==> src/rtl/ps2_pkg.sv <==
// Shared types and scan-code constants for the PS/2 keyboard path.
package ps2_pkg;

    typedef enum logic [2:0] {
        ST_IDLE,
        ST_ACK,
        ST_GAP,
        ST_DECODE,
        ST_PAUSE_SKIP,
        ST_EMIT
    } kbd_ctrl_state_t;

    localparam logic [7:0] SC_E0    = 8'hE0;
    localparam logic [7:0] SC_F0    = 8'hF0;
    localparam logic [7:0] SC_E1    = 8'hE1;
    localparam logic [7:0] SC_AA    = 8'hAA;
    localparam logic [7:0] SC_ERR0  = 8'h00;
    localparam logic [7:0] SC_ERRF  = 8'hFF;
    localparam logic [7:0] SC_PAUSE = 8'h77;

    localparam logic [2:0] PAUSE_TAIL = 3'd7;

endpackage

==> src/rtl/ps2_kbd_ctrl.sv <==
// Drains the PS/2 receiver FIFO and assembles set-2 bytes into key events.
//
// state      | meaning
// IDLE       | wait for a byte in the receiver FIFO, latch it
// ACK        | pop strobe to the receiver (kbd_nextdata_n low)
// GAP        | let the receiver ready/head settle after the pop
// DECODE     | interpret latched byte: prefix, error, self-test or key
// PAUSE_SKIP | swallow the tail of the Pause sequence
// EMIT       | hold event until the consumer accepts it
module ps2_kbd_ctrl
    import ps2_pkg::*;
#(
    parameter bit FILTER_REPEAT = 1'b1
) (
    input  logic       clk,
    input  logic       reset,
    input  logic [7:0] kbd_data,
    input  logic       kbd_ready,
    input  logic       kbd_overflow,
    output logic       kbd_nextdata_n,
    output logic       ev_valid,
    input  logic       ev_ready,
    output logic [7:0] ev_code,
    output logic       ev_ext,
    output logic       ev_break,
    output logic [7:0] err_count,
    output logic       ovf_seen
);

    kbd_ctrl_state_t state_q, state_d;

    logic [7:0] byte_q;
    logic       ext_q, brk_q;
    logic [2:0] skip_cnt;
    logic       held_v;
    logic [8:0] held_key;
    logic [7:0] code_q;
    logic       evx_q, evb_q;
    logic       ndn_q;
    logic       ovf_q;
    logic [7:0] err_q;
    logic       drop_repeat;

    // A make of the key already held is typematic repeat.
    assign drop_repeat = FILTER_REPEAT && !brk_q && held_v && (held_key == {byte_q, ext_q});

    always_ff @(posedge clk) begin
        if (reset) state_q <= ST_IDLE;
        else       state_q <= state_d;
    end

    always_comb begin
        state_d = state_q;
        case (state_q)
            ST_IDLE:       if (kbd_ready) state_d = ST_ACK;
            ST_ACK:        state_d = ST_GAP;
            ST_GAP:        state_d = (skip_cnt != 3'd0) ? ST_PAUSE_SKIP : ST_DECODE;
            ST_PAUSE_SKIP: state_d = (skip_cnt == 3'd1) ? ST_EMIT : ST_IDLE;
            ST_DECODE: begin
                case (byte_q)
                    SC_E0, SC_F0, SC_E1, SC_ERR0, SC_ERRF, SC_AA: state_d = ST_IDLE;
                    default: state_d = drop_repeat ? ST_IDLE : ST_EMIT;
                endcase
            end
            ST_EMIT:       if (ev_ready) state_d = ST_IDLE;
            default:       state_d = ST_IDLE;
        endcase
    end

    always_ff @(posedge clk) begin
        if (reset) begin
            byte_q   <= 8'h00;
            ext_q    <= 1'b0;
            brk_q    <= 1'b0;
            skip_cnt <= 3'd0;
            held_v   <= 1'b0;
            held_key <= 9'h000;
            code_q   <= 8'h00;
            evx_q    <= 1'b0;
            evb_q    <= 1'b0;
            ndn_q    <= 1'b1;
            ovf_q    <= 1'b0;
            err_q    <= 8'h00;
        end else begin
            ndn_q <= (state_d != ST_ACK);
            ovf_q <= ovf_q | kbd_overflow;
            case (state_q)
                ST_IDLE: if (kbd_ready) byte_q <= kbd_data;
                ST_PAUSE_SKIP: begin
                    skip_cnt <= skip_cnt - 3'd1;
                    if (skip_cnt == 3'd1) begin
                        code_q <= SC_PAUSE;
                        evx_q  <= 1'b1;
                        evb_q  <= 1'b0;
                    end
                end
                ST_DECODE: begin
                    case (byte_q)
                        SC_E0: ext_q <= 1'b1;
                        SC_F0: brk_q <= 1'b1;
                        SC_E1: begin
                            skip_cnt <= PAUSE_TAIL;
                            ext_q    <= 1'b0;
                            brk_q    <= 1'b0;
                        end
                        SC_ERR0, SC_ERRF: begin
                            if (err_q != 8'hFF) err_q <= err_q + 8'd1;
                            ext_q <= 1'b0;
                            brk_q <= 1'b0;
                        end
                        SC_AA: begin
                            ext_q <= 1'b0;
                            brk_q <= 1'b0;
                        end
                        default: begin
                            code_q <= byte_q;
                            evx_q  <= ext_q;
                            evb_q  <= brk_q;
                            ext_q  <= 1'b0;
                            brk_q  <= 1'b0;
                        end
                    endcase
                end
                ST_EMIT: begin
                    if (ev_ready) begin
                        if (!evb_q) begin
                            held_key <= {code_q, evx_q};
                            held_v   <= 1'b1;
                        end else if (held_key == {code_q, evx_q}) begin
                            held_v <= 1'b0;
                        end
                    end
                end
                default: ;
            endcase
        end
    end

    assign kbd_nextdata_n = ndn_q;
    assign ev_valid       = (state_q == ST_EMIT);
    assign ev_code        = code_q;
    assign ev_ext         = evx_q;
    assign ev_break       = evb_q;
    assign err_count      = err_q;
    assign ovf_seen       = ovf_q;

endmodule

==> config.mk <==
export PLATFORM = sky130hd
export DESIGN_NAME = ps2_kbd_ctrl
export DESIGN_NICKNAME = d
export VERILOG_FILES = /design/src/rtl/ps2_pkg.sv /design/src/rtl/ps2_kbd_ctrl.sv
export SDC_FILE = /design/constraint.sdc
export NUM_CORES = 1
export LEC_CHECK = 0
export CAP_MARGIN = 20
export CELL_PAD_IN_SITES_DETAIL_PLACEMENT = 0
export CELL_PAD_IN_SITES_GLOBAL_PLACEMENT = 2
export CORE_MARGIN = 2
export CORE_UTILIZATION = 34
export CTS_CLUSTER_DIAMETER = 60
export DETAILED_ROUTE_END_ITERATION = 8
export PLACE_DENSITY = 0.87
export SLEW_MARGIN = 20
export SYNTH_ARGS = -nofsm -noshare
export SYNTH_HDL_FRONTEND = slang
export SYNTH_SLANG_ARGS = --single-unit
==> constraint.sdc <==
create_clock -name clk -period 4.77 [get_ports clk]
set_input_delay 0.954 -clock clk [delete_from_list [all_inputs] [get_ports clk]]
set_output_delay 0.954 -clock clk [all_outputs]
set_load 0.005 [all_outputs]
==> flow_metrics.tcl, run 1 <==
set metrics [dict create \
    grt_pass1_vias 1886 \
    fp.coreArea_mm2 0.00639 \
    dpl.hpwl_um 3690 \
    outcome "completed" \
    insertion_delay_ps 300 \
    syn-mean-instance-area_um2 8.25 \
    clock_sinks 46 \
    cp-start-kind "flip-flop" \
    grt_max_degree 47 \
    finalCritPeriodShare_pct 54.6 \
    syn_inst 274 \
    cpPeakStageDelay_ps 490 \
    vias 1940 \
    drive_gt1_share_pct 4.38 \
    rsz0062_at_grt "false" \
    htree_levels 2 \
    drtAntennaViolNets 0 \
    placementRows 29 \
    clock_power_share_pct 32.1 \
    grt_pass1_wl_um 8990 \
    final_cells 374 \
    finalWirelength_um 5300 \
    hp-class "flip-flop to flip-flop" \
    tns_ps 0 \
    crit_chain "nor2b_1, and2_1, clkdlybuf4s50_1" \
    n_antenna_cell 0 \
    sw_frac_of_total_pct 26.8 \
    yosysWarnings 0 \
    crit_fanout 9 \
    numCtsBuffers 5 \
    fmax_ghz 0.384 \
    cellPowerDensity_mw_per_mm2 282 \
    r2r_slack_ps 2480 \
    worstPathArrival_ps 1650 \
    cellInternalPower_uw 558 \
    cts_root_buffer "clkbuf_8" \
    synth_top_area_cell "dfxtp_1" \
    avgRoutedWirePerCell_um 14.2 \
    place_congestion 0.713 \
    critPathCaptureType "primary output" \
    netlist.area_leader.share_pct 40.8 \
    drv_cap 0 \
    post_drt_via_cell_ratio 5.19 \
    crit_type "flip-flop to primary output" \
    synth_seq_cells 46 \
    critical_path.reg2reg.startpoint "byte_q[1]" \
    power_leakage_nw 0.867 \
    antenna_found_initial 0 \
    initial_core_util_pct 35.4 \
    fin_nets 313 \
    die_x_um 85.5 \
    tightest_slew_ps 1000 \
    worstReg2RegEnd "state_q[0]" \
    synth.area.top_cells "dfxtp_1 41%, a21oi_1 6.9%, nand2_1 5.6%, xnor2_1 5.4%, nor2_1 3.0%" \
    port-buffer-count 33 \
    fin_crit_ps 2600 \
    dieArea_mm2 0.00731 \
    area_growth_pct 19.5 \
    chipHeight_um 85.5 \
    cts_tree "done" \
    dr.pass1.iters 4 \
    ys_seq_area_share_pct 40.8 \
    switchingPower_uw 204 \
    drc 0 \
    vdd.ir_drop.worst_mv 0.157 \
    cts_resized 0 \
    post-route-util_pct 42.3 \
    ff2ff_path_depth 5 \
    post_cts_buffers 0 \
    finalSetupViolations 0 \
    slowest_stage "clkdlybuf4s50_1" \
    io_pins 34 \
    synth_cell_types 44 \
    synth_area_mm2 0.00226 \
    slew_headroom_pct 32.7 \
    final_hold_viol_count 0 \
    hold_start "ovf_seen" \
    combPwrFrac_pct 12.4 \
    whs_path_depth 2 \
    clk_pin_slew_ps 80 \
    synth_fp_nets 291 \
    grtUsageTotal_pct 15.1 \
    grt_overflow 0 \
    hold_end "ovf_seen" \
    placed_cells 366 \
    fill_cells 669 \
    hold_buffers 0 \
    slew_violations 0 \
    drt_iter0_drc 140 \
    fin_skew_ps 6.62 \
    cts.path.max_buffers 2 \
    crit_required_ps 3820 \
    hold-worst-slack_ps 484 \
    seqPwrFrac_pct 55.4 \
]
## through the flow
| step | area [µm²] | setup WS, ps | power [mW] |
|---|---|---|---|
| 3_5_place_dp | 2610 | 1940 | 0.527 |
| 4_1_cts | 2700 | 2150 | 0.774 |
| 6_report | 2700 | 2170 | 0.762 |
| 3_3_place_gp | 2610 | 1970 | 0.526 |
| 2_1_floorplan | 2260 | 2790 | 0.493 |
| 5_1_grt | 2700 | 2040 | 0.800 |
## cells in the mapped netlist, drive strengths merged
master / count
nand3: 6
nor4bb: 1
and2: 1
a41oi: 1
nor3b: 4
nor2: 18
nor3: 9
nor4: 7
a41o: 1
o21a: 1
clkbuf: 12
or3: 9
o31ai: 3
nand2b: 1
o41ai: 1
nor2b: 3
buf: 7
xnor2: 14
a221oi: 2
or2: 2
a211o: 1
inv: 6
dfxtp: 46
and4bb: 2
ha: 4
xor2: 6
nand3b: 3
o21ai: 13
and3b: 1
o22ai: 1
o211ai: 3
and3: 1
nand2: 34
nand4: 6
mux2i: 1
a21oi: 31
a211oi: 8
or4: 4
## final cells by class
cell class | count | area [µm²] | area share, %
sequential | 46 | 921 | 34.1
inverter | 6 | 22.5 | 0.834
tap | 77 | 96.3 | 3.57
multi-input combinational | 203 | 1230 | 45.6
clock buffer | 7 | 86.3 | 3.20
timing repair buffer | 34 | 338 | 12.5
clock inverter | 1 | 5.00 | 0.185
## logic make-up after synthesis
kind of cell | synth area share, %
muxes | 0.443
DFF | 40.8
AOI/OAI and AO/OA | 17.4
buffers and inverters | 4.76
xor gates and xnor gates | 7.75
and+or+nand+nor | 26.7
adders and majority gates | 2.21
## worst max-delay path, delay by kind of cell (launching register included)
kind | cells | cell delay (ps)
simple gates | 2 | 390
flops | 1 | 470
buf+inv | 1 | 490
## routing by layer
| layer | vias to the layer above | wire, µm | track usage [%] |
|---|---|---|---|
| li1 | 1019 | - | - |
| met1 | 879 | 2760 | 21.6 |
| met2 | 35 | 2280 | 23.1 |
| met3 | 7 | 190 | 2.98 |
| met4 | 0 | 62 | 4.76 |
| met5 | - | 0 | 0 |
## how the worst max path moves through the flow
stage / startpoint / to / slack (ps) / depth (start not counted)
floorplan: ev_ready / held_v / 2790 / 4
global placement: ev_ready / held_v / 1970 / 5
detailed placement: ev_ready / held_v / 1940 / 5
CTS: state_q[2] / ev_valid / 2150 / 3
global route: state_q[2] / ev_valid / 2040 / 3
finish: state_q[2] / ev_valid / 2170 / 3
## flip-flops by register name, indices dropped and copies added (netlist names)
signal          cells
err_count           8
held_key            9
ovf_seen            1
kbd_nextdata_n      1
brk_q               1
ev_break            1
ev_ext              1
ext_q               1
byte_q              8
state_q             3
skip_cnt            3
held_v              1
ev_code             8
## cell usage in the layout (no fill, tap or decap), types with 6 or more instances in the layout
| cell | synthesis | layout |
|---|---|---|
| inv_1 | 6 | 6 |
| nand3_1 | 6 | 6 |
| xnor2_1 | 14 | 14 |
| nor2_1 | 18 | 18 |
| o21ai_0 | 13 | 13 |
| a21oi_1 | 31 | 31 |
| nand4_1 | 6 | 6 |
| nand2_1 | 34 | 34 |
| a211oi_1 | 8 | 8 |
| nor3_1 | 9 | 9 |
| clkdlybuf4s50_1 | 0 | 33 |
| or3_1 | 9 | 9 |
| nor4_1 | 6 | 6 |
| xor2_1 | 6 | 6 |
| clkbuf_8 | 0 | 6 |
| dfxtp_1 | 46 | 46 |
## power by group through the flow
stage          Sequential (mW)  Combinational (mW)  Clock [mW]
6_report                 0.423              0.0946       0.245
3_3_place_gp             0.432              0.0947           0
3_5_place_dp             0.432              0.0952           0
5_1_grt                  0.426               0.106       0.268
2_1_floorplan            0.419              0.0741           0
4_1_cts                  0.423              0.0956       0.256
(Power assumes the default switching activity.)
==> run 2: changes to the inputs <==
- CORE_UTILIZATION: 34 -> 28
- PLACE_DENSITY: 0.87 -> 0.77
- clock period: 4.77 -> 2.26 ns (I/O delays scaled with it)
==> flow_metrics.tcl, run 2 (synthesis results as in run 1) <==
set metrics [dict create \
    outcome "completed" \
    post_cts_buffers 0 \
    slowest_stage "clkdlybuf4s50_1" \
    cellPowerDensity_mw_per_mm2 582 \
    chipHeight_um 93.8 \
    tns_ps 0 \
    finalSetupViolations 0 \
    fill_cells 829 \
    tightest_slew_ps 414 \
    cpPeakStageDelay_ps 490 \
    htree_levels 2 \
    sw_frac_of_total_pct 27.0 \
    cts_tree "done" \
    combPwrFrac_pct 14.9 \
    finalCritPeriodShare_pct 93.7 \
    crit_required_ps 1810 \
    placed_cell_area_mm2 0.00275 \
    vdd.ir_drop.worst_mv 0.215 \
    seq_area_um2 921 \
    fin_skew_ps 6.00 \
    finalWirelength_um 5800 \
    clk_pin_slew_ps 90 \
    p_total_mw 1.65 \
    largest_reg_flops 9 \
    initial_core_util_pct 29.1 \
    crit_fanout 9 \
    dpl.hpwl_um 4170 \
    fp.coreArea_mm2 0.00777 \
    worstPathArrival_ps 1670 \
    grt_pass1_wl_um 9960 \
    seqPwrFrac_pct 53.3 \
    grt_max_degree 47 \
    multi_input_area_mm2 0.00123 \
    place_congestion 0.810 \
    critPathCaptureType "primary output" \
    top_register "held_key" \
    hold-worst-slack_ps 480 \
    cts_resized 0 \
    port-buffer-count 33 \
    placementRows 32 \
    area_growth_pct 25.7 \
    final_area_mm2 0.00284 \
    grt_overflow 0 \
    cp-start-kind "flip-flop" \
    hp-class "flip-flop to flip-flop" \
    drtAntennaViolNets 0 \
    drv_cap 0 \
    io_pins 34 \
    post_drt_via_cell_ratio 4.92 \
    numCtsBuffers 5 \
    switchingPower_uw 447 \
    clock_sinks 46 \
    die_x_um 93.8 \
    fin_nets 326 \
    rsz0062_at_grt "false" \
    layout_commonest_cell "dfxtp_1" \
    hold_buffers 0 \
    drt_iter0_drc 86 \
    avgRoutedWirePerCell_um 14.1 \
    power_leakage_nw 0.937 \
    drc 0 \
    antenna_found_initial 0 \
    cts.path.max_buffers 2 \
    mostFrequentLayoutCells "46 x dfxtp_1, 34 x nand2_1, 33 x clkdlybuf4s50_1" \
    n_antenna_cell 0 \
    crit_chain "nor2b_1, and2_1, clkdlybuf4s50_1" \
    final_hold_viol_count 0 \
    insertion_delay_ps 290 \
    dr.pass1.iters 4 \
    slew_violations 0 \
    grtUsageTotal_pct 14.2 \
    grt_pass1_vias 2003 \
    cellInternalPower_mw 1.21 \
    clock_power_share_pct 31.7 \
    slew_headroom_pct 72.4 \
    fmax_ghz 0.472 \
    post-route-util_pct 36.6 \
    cts_root_buffer "clkbuf_8" \
    crit_type "flip-flop to primary output" \
    vias 2028 \
    dieArea_mm2 0.00881 \
    fin_crit_ps 2120 \
    drive_gt1_share_pct 8.39 \
]
==> run 2: path summary, 6_finish.rpt <==
kind / to / depth (start not counted) / startpoint / slack, ps
worst min-delay path: ovf_seen / 2 / ovf_seen / 480
worst min register to register: ovf_seen / 2 / ovf_seen / 480
worst max register to register: err_count[5] / 5 / byte_q[3] / 200
worst max-delay path: ev_valid / 3 / state_q[2] / 140
==> run 2: area by class of cell <==
type	count	share of cell area, %
Multi-Input combinational cell	203	43.3
Sequential cell	46	32.4
Clock inverter	1	0.176
Clock buffer	7	3.04
Tap cell	102	4.49
Inverter	6	0.793
Timing Repair Buffer	47	15.8
==> run 2: through the flow <==
stage	instances	setup WS [ps]
detailed placement	404	233
floorplan	274	489
global placement	404	224
global route	412	23.4
finish	412	141
CTS	412	143
==> run 2: routing by layer <==
layer	global-route usage [%]	routed length, µm	up-vias	part of all wire, %
li1	-	-	1043	-
met1	19.8	2980	947	51
met2	22.2	2560	34	44
met3	3.85	223	4	3.8
met4	2.54	36	0	0.62
met5	0	0	-	0
==> run 2: power by group through the flow <==
stage,Combinational [mW],Clock [mW],Sequential (mW)
floorplan,0.156,0,0.884
global placement,0.248,0,0.899
detailed placement,0.246,0,0.902
CTS,0.248,0.537,0.882
global route,0.278,0.573,0.889
finish,0.247,0.525,0.882
==> run 2: worst max-delay path: cells and delay by family (launching register included) <==
kind	cells	cell delay [ps]
buf+inv	1	490
flops	1	480
simple gates	2	400
